`src/rtl/gpio_int_dispatch.sv`:
```
// GPIO interrupt dispatcher: snapshots GPIO status, requests the lowest pending
// line from the core, waits for EOI and pulses the matching clear bit back.
module gpio_int_dispatch #(
    parameter int unsigned ACK_TIMEOUT = 256,
    parameter int unsigned HOLDOFF     = 2,
    parameter int unsigned CNT_W       = 16
) (
    input  logic             clk_i,
    input  logic             rst_ni,
    input  logic             enable_i,
    input  logic             intr_i,
    input  logic [31:0]      gpio_int_status_i,
    output logic [31:0]      gpio_int_clr_o,
    output logic             irq_o,
    output logic [4:0]       irq_id_o,
    input  logic             irq_ack_i,
    input  logic             eoi_i,
    output logic             busy_o,
    output logic             timeout_o,
    input  logic             timeout_clr_i,
    output logic [CNT_W-1:0] irq_count_o
);

    localparam int unsigned TO_W = $clog2(ACK_TIMEOUT);
    localparam int unsigned HO_W = $clog2(HOLDOFF + 1);
    localparam logic [TO_W-1:0] TO_LAST = TO_W'(ACK_TIMEOUT - 1);
    localparam logic [HO_W-1:0] HO_LAST = HO_W'(HOLDOFF - 1);

    localparam logic [2:0] S_IDLE    = 3'd0;
    localparam logic [2:0] S_SELECT  = 3'd1;
    localparam logic [2:0] S_REQ     = 3'd2;
    localparam logic [2:0] S_SERVICE = 3'd3;
    localparam logic [2:0] S_CLEAR   = 3'd4;
    localparam logic [2:0] S_HOLDOFF = 3'd5;

    logic [2:0]       state_q, state_d;
    logic [31:0]      snap_q, snap_d;
    logic [4:0]       id_q, id_d;
    logic             irq_q, irq_d;
    logic [31:0]      clr_q, clr_d;
    logic             busy_q, busy_d;
    logic             timeout_q, timeout_d;
    logic [CNT_W-1:0] count_q, count_d;
    logic [TO_W-1:0]  to_cnt_q, to_cnt_d;
    logic [HO_W-1:0]  ho_cnt_q, ho_cnt_d;

    logic             sel_found;
    logic [4:0]       sel_id;

    always_comb begin
        sel_found = 1'b0;
        sel_id    = '0;
        for (int unsigned i = 0; i < 32; i++) begin
            if (!sel_found && snap_q[i]) begin
                sel_found = 1'b1;
                sel_id    = 5'(i);
            end
        end
    end

    // The clear pulse is loaded on entry to CLEAR so it coincides with that state.
    always_comb begin
        state_d   = state_q;
        snap_d    = snap_q;
        id_d      = id_q;
        irq_d     = irq_q;
        clr_d     = '0;
        timeout_d = timeout_q;
        count_d   = count_q;
        to_cnt_d  = to_cnt_q;
        ho_cnt_d  = ho_cnt_q;

        if (timeout_clr_i) begin
            timeout_d = 1'b0;
        end

        case (state_q)
            S_IDLE: begin
                if (intr_i && enable_i) begin
                    snap_d  = gpio_int_status_i;
                    state_d = S_SELECT;
                end
            end
            S_SELECT: begin
                if (snap_q == '0) begin
                    state_d = S_IDLE;
                end else begin
                    id_d     = sel_id;
                    irq_d    = 1'b1;
                    to_cnt_d = '0;
                    state_d  = S_REQ;
                end
            end
            S_REQ: begin
                if (irq_ack_i) begin
                    irq_d   = 1'b0;
                    state_d = S_SERVICE;
                end else if (to_cnt_q == TO_LAST) begin
                    irq_d     = 1'b0;
                    timeout_d = 1'b1;
                    clr_d     = 32'(1) << id_q;
                    state_d   = S_CLEAR;
                end else begin
                    to_cnt_d = to_cnt_q + 1'b1;
                end
            end
            S_SERVICE: begin
                if (eoi_i) begin
                    count_d = count_q + 1'b1;
                    clr_d   = 32'(1) << id_q;
                    state_d = S_CLEAR;
                end
            end
            S_CLEAR: begin
                ho_cnt_d = '0;
                state_d  = S_HOLDOFF;
            end
            S_HOLDOFF: begin
                if (ho_cnt_q == HO_LAST) begin
                    state_d = S_IDLE;
                end else begin
                    ho_cnt_d = ho_cnt_q + 1'b1;
                end
            end
            default: begin
                state_d = S_IDLE;
            end
        endcase

        busy_d = (state_d != S_IDLE);
    end

    always_ff @(posedge clk_i or negedge rst_ni) begin
        if (!rst_ni) begin
            state_q   <= S_IDLE;
            snap_q    <= '0;
            id_q      <= '0;
            irq_q     <= 1'b0;
            clr_q     <= '0;
            busy_q    <= 1'b0;
            timeout_q <= 1'b0;
            count_q   <= '0;
            to_cnt_q  <= '0;
            ho_cnt_q  <= '0;
        end else begin
            state_q   <= state_d;
            snap_q    <= snap_d;
            id_q      <= id_d;
            irq_q     <= irq_d;
            clr_q     <= clr_d;
            busy_q    <= busy_d;
            timeout_q <= timeout_d;
            count_q   <= count_d;
            to_cnt_q  <= to_cnt_d;
            ho_cnt_q  <= ho_cnt_d;
        end
    end

    assign gpio_int_clr_o = clr_q;
    assign irq_o          = irq_q;
    assign irq_id_o       = id_q;
    assign busy_o         = busy_q;
    assign timeout_o      = timeout_q;
    assign irq_count_o    = count_q;

endmodule

```
`config.mk`:
```
export PLATFORM = sky130hd
export DESIGN_NAME = gpio_int_dispatch
export DESIGN_NICKNAME = d
export VERILOG_FILES = /design/src/rtl/gpio_int_dispatch.sv
export SDC_FILE = /design/constraint.sdc
export NUM_CORES = 1
export LEC_CHECK = 0
export ABC_CLOCK_PERIOD_IN_PS = 3000
export CORE_MARGIN = 4
export CORE_UTILIZATION = 55
export CTS_CLUSTER_DIAMETER = 80
export DETAILED_ROUTE_END_ITERATION = 10
export GPL_TIMING_DRIVEN = 0
export HOLD_SLACK_MARGIN = 0.05
export PLACE_DENSITY = 0.85
export SLEW_MARGIN = 25
export SYNTH_ARGS = -nofsm -noshare
export SYNTH_HDL_FRONTEND = slang
export SYNTH_SLANG_ARGS = --single-unit
```
`constraint.sdc`:
```
create_clock -name clk_i -period 3 [get_ports clk_i]
set_input_delay 0.75 -clock clk_i [delete_from_list [all_inputs] [get_ports clk_i]]
set_output_delay 0.75 -clock clk_i [all_outputs]
set_load 0.05 [all_outputs]
```
Word-level counts from Yosys, hierarchy flattened
Index checks and enable logic that the tools add are counted.
- add/sub/neg operators: 3
- $mul: 0
- div/mod/pow operators: 0
- $lt $le $gt $ge: 0
- equality and inequality tests: 12
- shift-type cells: 1
- muxes and demuxes: 87
- bitwise logic cells: 1
- reductions and logical operators: 74
- operator list (cell ; count):
    5-bit two-way mux ; 30
    32-bit two-way mux ; 3
    32-bit one-hot mux with 2 select lines ; 1
    1-bit two-way mux ; 39
    1-bit logical AND ; 32
    32-bit zero test ; 1
    1-bit by 5-bit left shift with 32-bit output, first input constant ; 1
    1-bit zero test ; 31
    8-bit two-way mux ; 3
    3-bit one-hot mux with 6 select lines ; 1
    16-bit by 1-bit adder with 16-bit output, second input constant ; 1
    8-bit one-hot mux with 2 select lines ; 1
    3-bit two-way mux ; 5
    8-bit by 1-bit adder with 8-bit output, second input constant ; 1
    8-bit equality test, second input constant ; 1
    2-bit != test, second input constant ; 4
    2-bit AND reduction ; 4
    3-bit by 2-bit equality test with 1-bit output, second input constant ; 2
    3-bit equality test, second input constant ; 2
    2-bit two-way mux ; 2
    2-bit one-hot mux with 2 select lines ; 1
    4-bit AND reduction ; 1
    2-bit nonzero test ; 2
    3-bit by 1-bit equality test with 1-bit output, second input constant ; 1
    8 further kinds ; 8
- flip-flop bits (word level): 101
- latch bits: 0
- RAM bits: 0
- memory bits (read-only): 0
- input port bits: 39
- output and inout port bits: 56
- logic and storage cells: 188
- memories kept: 0

Logic depth before layout (Yosys ltp)
- word-level depth: 94
- mapped depth: 7
- gate-level depth less buffers: 6

Worst setup path after synthesis
Ideal clock, no wire load.
- path type: input to register
- start point: input eoi_i
- end point: register count_q[13], in the netlist irq_count_o[13]
- library setup time: 141 ps
- data arrival time: 1761 ps
- required time: 2859 ps
- slack: 1098 ps
- stages on the path: 6
- cell sequence: and4b_1 -> buf_2 -> nand4_1 -> nor3_2 -> nand3_1 -> xnor2_1
- longest elaborated chain between the ends: 1
- RTL lines (item ; RTL line ; RTL):
    start, declared ; 17 ; input logic eoi_i,
    2-bit AND reduction (no line) ; n/a ;
    end signal, assigned ; 153 ; count_q <= count_d;
    end, declared ; 43 ; logic [CNT_W-1:0] count_q, count_d;
Every way passes these cells.
A chain may end at the register's enable or synchronous reset.

Worst setup path in the final report
- start point: register id_q[2], in the netlist irq_id_o[2]
- end point: output irq_id_o[2]
- RTL lines (item ; RTL line ; RTL):
    start, declared ; 38 ; logic [4:0] id_q, id_d;
    start signal, assigned ; 148 ; id_q <= id_d;
    end, declared ; 15 ; output logic [4:0] irq_id_o,
No word-level cell between the ends.

==> results.sh <==
export IMPL_outcome="finished, final reports clean"
export IMPL_cts_sinks=101
export IMPL_layout_drive_gt1_share_pct=16.0
export IMPL_synthFlopType="dfrtp_1"
export IMPL_async_flop_share_pct=100
export IMPL_totalPowerFinal_mw=4.74
export IMPL_rows=32
export IMPL_cp_cell_sequence="clkdlybuf4s50_1"
export IMPL_ir_worst_vdd_mv=0.489
export IMPL_post_cts_resized=0
export IMPL_syn_inst=384
export IMPL_clk_path_buf_depth=2
export IMPL_nNetsFinal=532
export IMPL_p_comb_share_pct=35.5
export IMPL_critPathKind="reg -> out"
export IMPL_clkTransAtPathRegs_ps=110
export IMPL_layout_common_cells="101 x dfrtp_1, 93 x clkdlybuf4s50_1, 58 x nor2_1"
export IMPL_cts_tree="done"
export IMPL_insertion_delay_ps=380
export IMPL_die_y_um=97.8
export IMPL_cts_max_level=3
export IMPL_fin_crit_ps=2520
export IMPL_vias=3298
export IMPL_r2r_cells=5
export IMPL_maxCapViolations=0
export IMPL_cp_required_ps=2250
export IMPL_critical_path_slowest_cell="clkdlybuf4s50_1"
export IMPL_leakagePower_nw=2.39
export IMPL_ff2ff_setup_slack_ps=1050
export IMPL_synth_edf_count=0
export IMPL_pwr_share_seq_pct=45.9
export IMPL_synth_avg_cell_area_sq_um=11.6
export IMPL_startpoint_type="flop"
export IMPL_p_sw_share_pct=40.4
export IMPL_worst_clock_skew_ps=20.8
export IMPL_syn_nets=426
export IMPL_die_w_um=97.8
export IMPL_intPower_mw=2.83
export IMPL_path_buf_inv=1
export IMPL_dr_pass1_iters=4
export IMPL_grt_overflow=0
export IMPL_cp_max_fo=9
export IMPL_yosysTopAreaCell="dfrtp_1"
export IMPL_synth_top_area_share_pct=56.9
export IMPL_wire_per_inst_um=15.4
export IMPL_gp_congestion=0.852
export IMPL_cts_buffers_inserted=9
export IMPL_setup_violations=0
export IMPL_postLayoutCellArea_sq_um=5750
export IMPL_relSlewSlack_pct=63.7
export IMPL_pwr_share_clk_pct=18.6
export IMPL_synth_area_top_cells="dfrtp_1 57%, mux2_2 7.6%, nor2_1 4.9%"
export IMPL_cts_hold_buf=0
export IMPL_p_switching_mw=1.91
export IMPL_r2r_end="snap_q[23]$_DFFE_PN0P_"
export IMPL_mostFrequentLayoutCell="dfrtp_1"
export IMPL_reg2reg_from="state_q[2]$_DFF_PN0_"
export IMPL_synth_cell_types=56
export IMPL_grt_busiest_layer="met2"
export IMPL_seq_area_frac_synth_pct=56.9
export IMPL_tightest_slew_ps=542
export IMPL_use_met3_pct=3.64
export IMPL_postRouteAntennaNets=0
export IMPL_viasPerCell=5.52
export IMPL_netlist_area_sq_um=4440
export IMPL_placed_area_sq_um=5540
export IMPL_first_iter_violations=121
export IMPL_min_path_type="in -> async"
export IMPL_track_usage_pct=19.7
export IMPL_n_antenna_cell=0
export IMPL_cp_arrival_ps=1770
export IMPL_dp_hpwl_um=6890
export IMPL_finalNonFillerCells=597
export IMPL_postCtsSetupBuffers=0
export IMPL_grtUsageMet2_pct=33.8
export IMPL_crit_family="buffers and inverters"
export IMPL_cp_slowest_stage_delay_ps=880
export IMPL_drt_total_wl_um=9200
export IMPL_portBuffers=94
export IMPL_io_pins=95
export IMPL_antenna_found_initial=0
export IMPL_grt_max_degree=66
export IMPL_slew_viol_final=0
export IMPL_yosysWarningCount=0
export IMPL_hold_violations=0
export IMPL_core_sq_um=7810
export IMPL_cp_end_kind="output pin"
export IMPL_dpl_cell_count=581
export IMPL_fin_crit_sh_pct=84.1
export IMPL_die_area_sq_um=9570
export IMPL_grt_pass1_wl_um=15500
export IMPL_area_delta_synth_final_pct=29.5
export IMPL_initial_core_util_pct=56.9
export IMPL_clock_root_buffer="clkbuf_8"
export IMPL_maxClockFrequency_mhz=396
export IMPL_rsz0062_at_grt="false"
export IMPL_route_detailed_drc=0
export IMPL_grt_use_met1_pct=25.4
export IMPL_grt_pass1_vias=3245
export IMPL_powerDensity_nw_per_um2=825
export IMPL_ys_ff_latch=101
cell type report:
cell class	count	area, sq um
Buffer	8	52.6
Sequential cell	101	2530
Clock inverter	7	88.8
Clock buffer	9	124
Tap cell	102	128
Multi-Input combinational cell	265	1820
Fill cell	547	2060
Inverter	10	37.5
Timing Repair Buffer	95	970
flip-flops by register name (all words and copies together) (netlist names), 2 cells and up:
register / cells
gpio_int_clr_o: 32
ho_cnt_q: 2
irq_count_o: 16
irq_id_o: 5
snap_q: 32
state_q: 3
to_cnt_q: 8
power groups by stage:
stage               sequential, mW  clock [mW]  combinational, mW
detailed placement            2.20           0               1.69
floorplan                     2.36           0              0.985
CTS                           2.17       0.899               1.69
finish                        2.17       0.884               1.68
global route                  2.24       0.955               1.84
global placement              2.17           0               1.63
worst register-to-register path: stages, from the launching register on:
cell     delay, ps
dfrtp_1        470
nor2_1         160
nand3_1        100
nor2_2         390
buf_2          350
mux2_2         370
per-stage QoR:
stage / setup TNS (ps) / utilization [%] / hold slack, ps / worst slack (ps)
after floorplan: 0 / - / 454 / 1100
after global placement: -237330 / 70.5 / 461 / -2350
after detailed placement: 0 / 70.9 / 463 / 445
after CTS: 0 / 73.6 / 264 / 460
after global routing: 0 / 73.6 / 271 / 419
final: 0 / 73.6 / 254 / 477
cell families after synthesis:
group	Yosys count	share of synthesized area, %
multiplexers	31	7.92
AND/OR/NAND/NOR	154	19.8
buffers and inverters	18	2.03
flip-flops	101	56.9
adder cells (fa/ha/maj)	3	0.846
XOR/XNOR	19	3.75
AO/OA/AOI/OAI	58	8.77
cells in the mapped netlist, drive strengths merged, types with 4 or more instances:
library cell  count
dfrtp           101
nor2             59
nand2            33
mux2             30
a21oi            15
o21ai            15
xnor2            15
nand3            11
inv              10
buf               8
nor4              8
nand4             7
nor3              7
nand3b            6
o22ai             5
and3              4
xor2              4
metal layers:
metal,part of all wire [%],wire [um],up-vias
met3,5.5,504,14
li1,-,-,1564
met5,0,0,-
met4,1.5,138,0
met1,43,3930,1624
met2,50,4620,96
how the worst max path moves through the flow:
stage                                              to                    start  cells after the start
after floorplan           irq_count_o[13]$_DFFE_PN0P_                    eoi_i                      6
after global placement          snap_q[6]$_DFFE_PN0P_                   rst_ni                      1
after detailed placement  irq_count_o[13]$_DFFE_PN0P_                    eoi_i                      7
after CTS                                 irq_id_o[2]  irq_id_o[2]$_DFFE_PN0P_                      1
after global routing                      irq_id_o[2]  irq_id_o[2]$_DFFE_PN0P_                      1
final                                     irq_id_o[2]  irq_id_o[2]$_DFFE_PN0P_                      1
No activity file was read; power rests on OpenSTA's default activity.
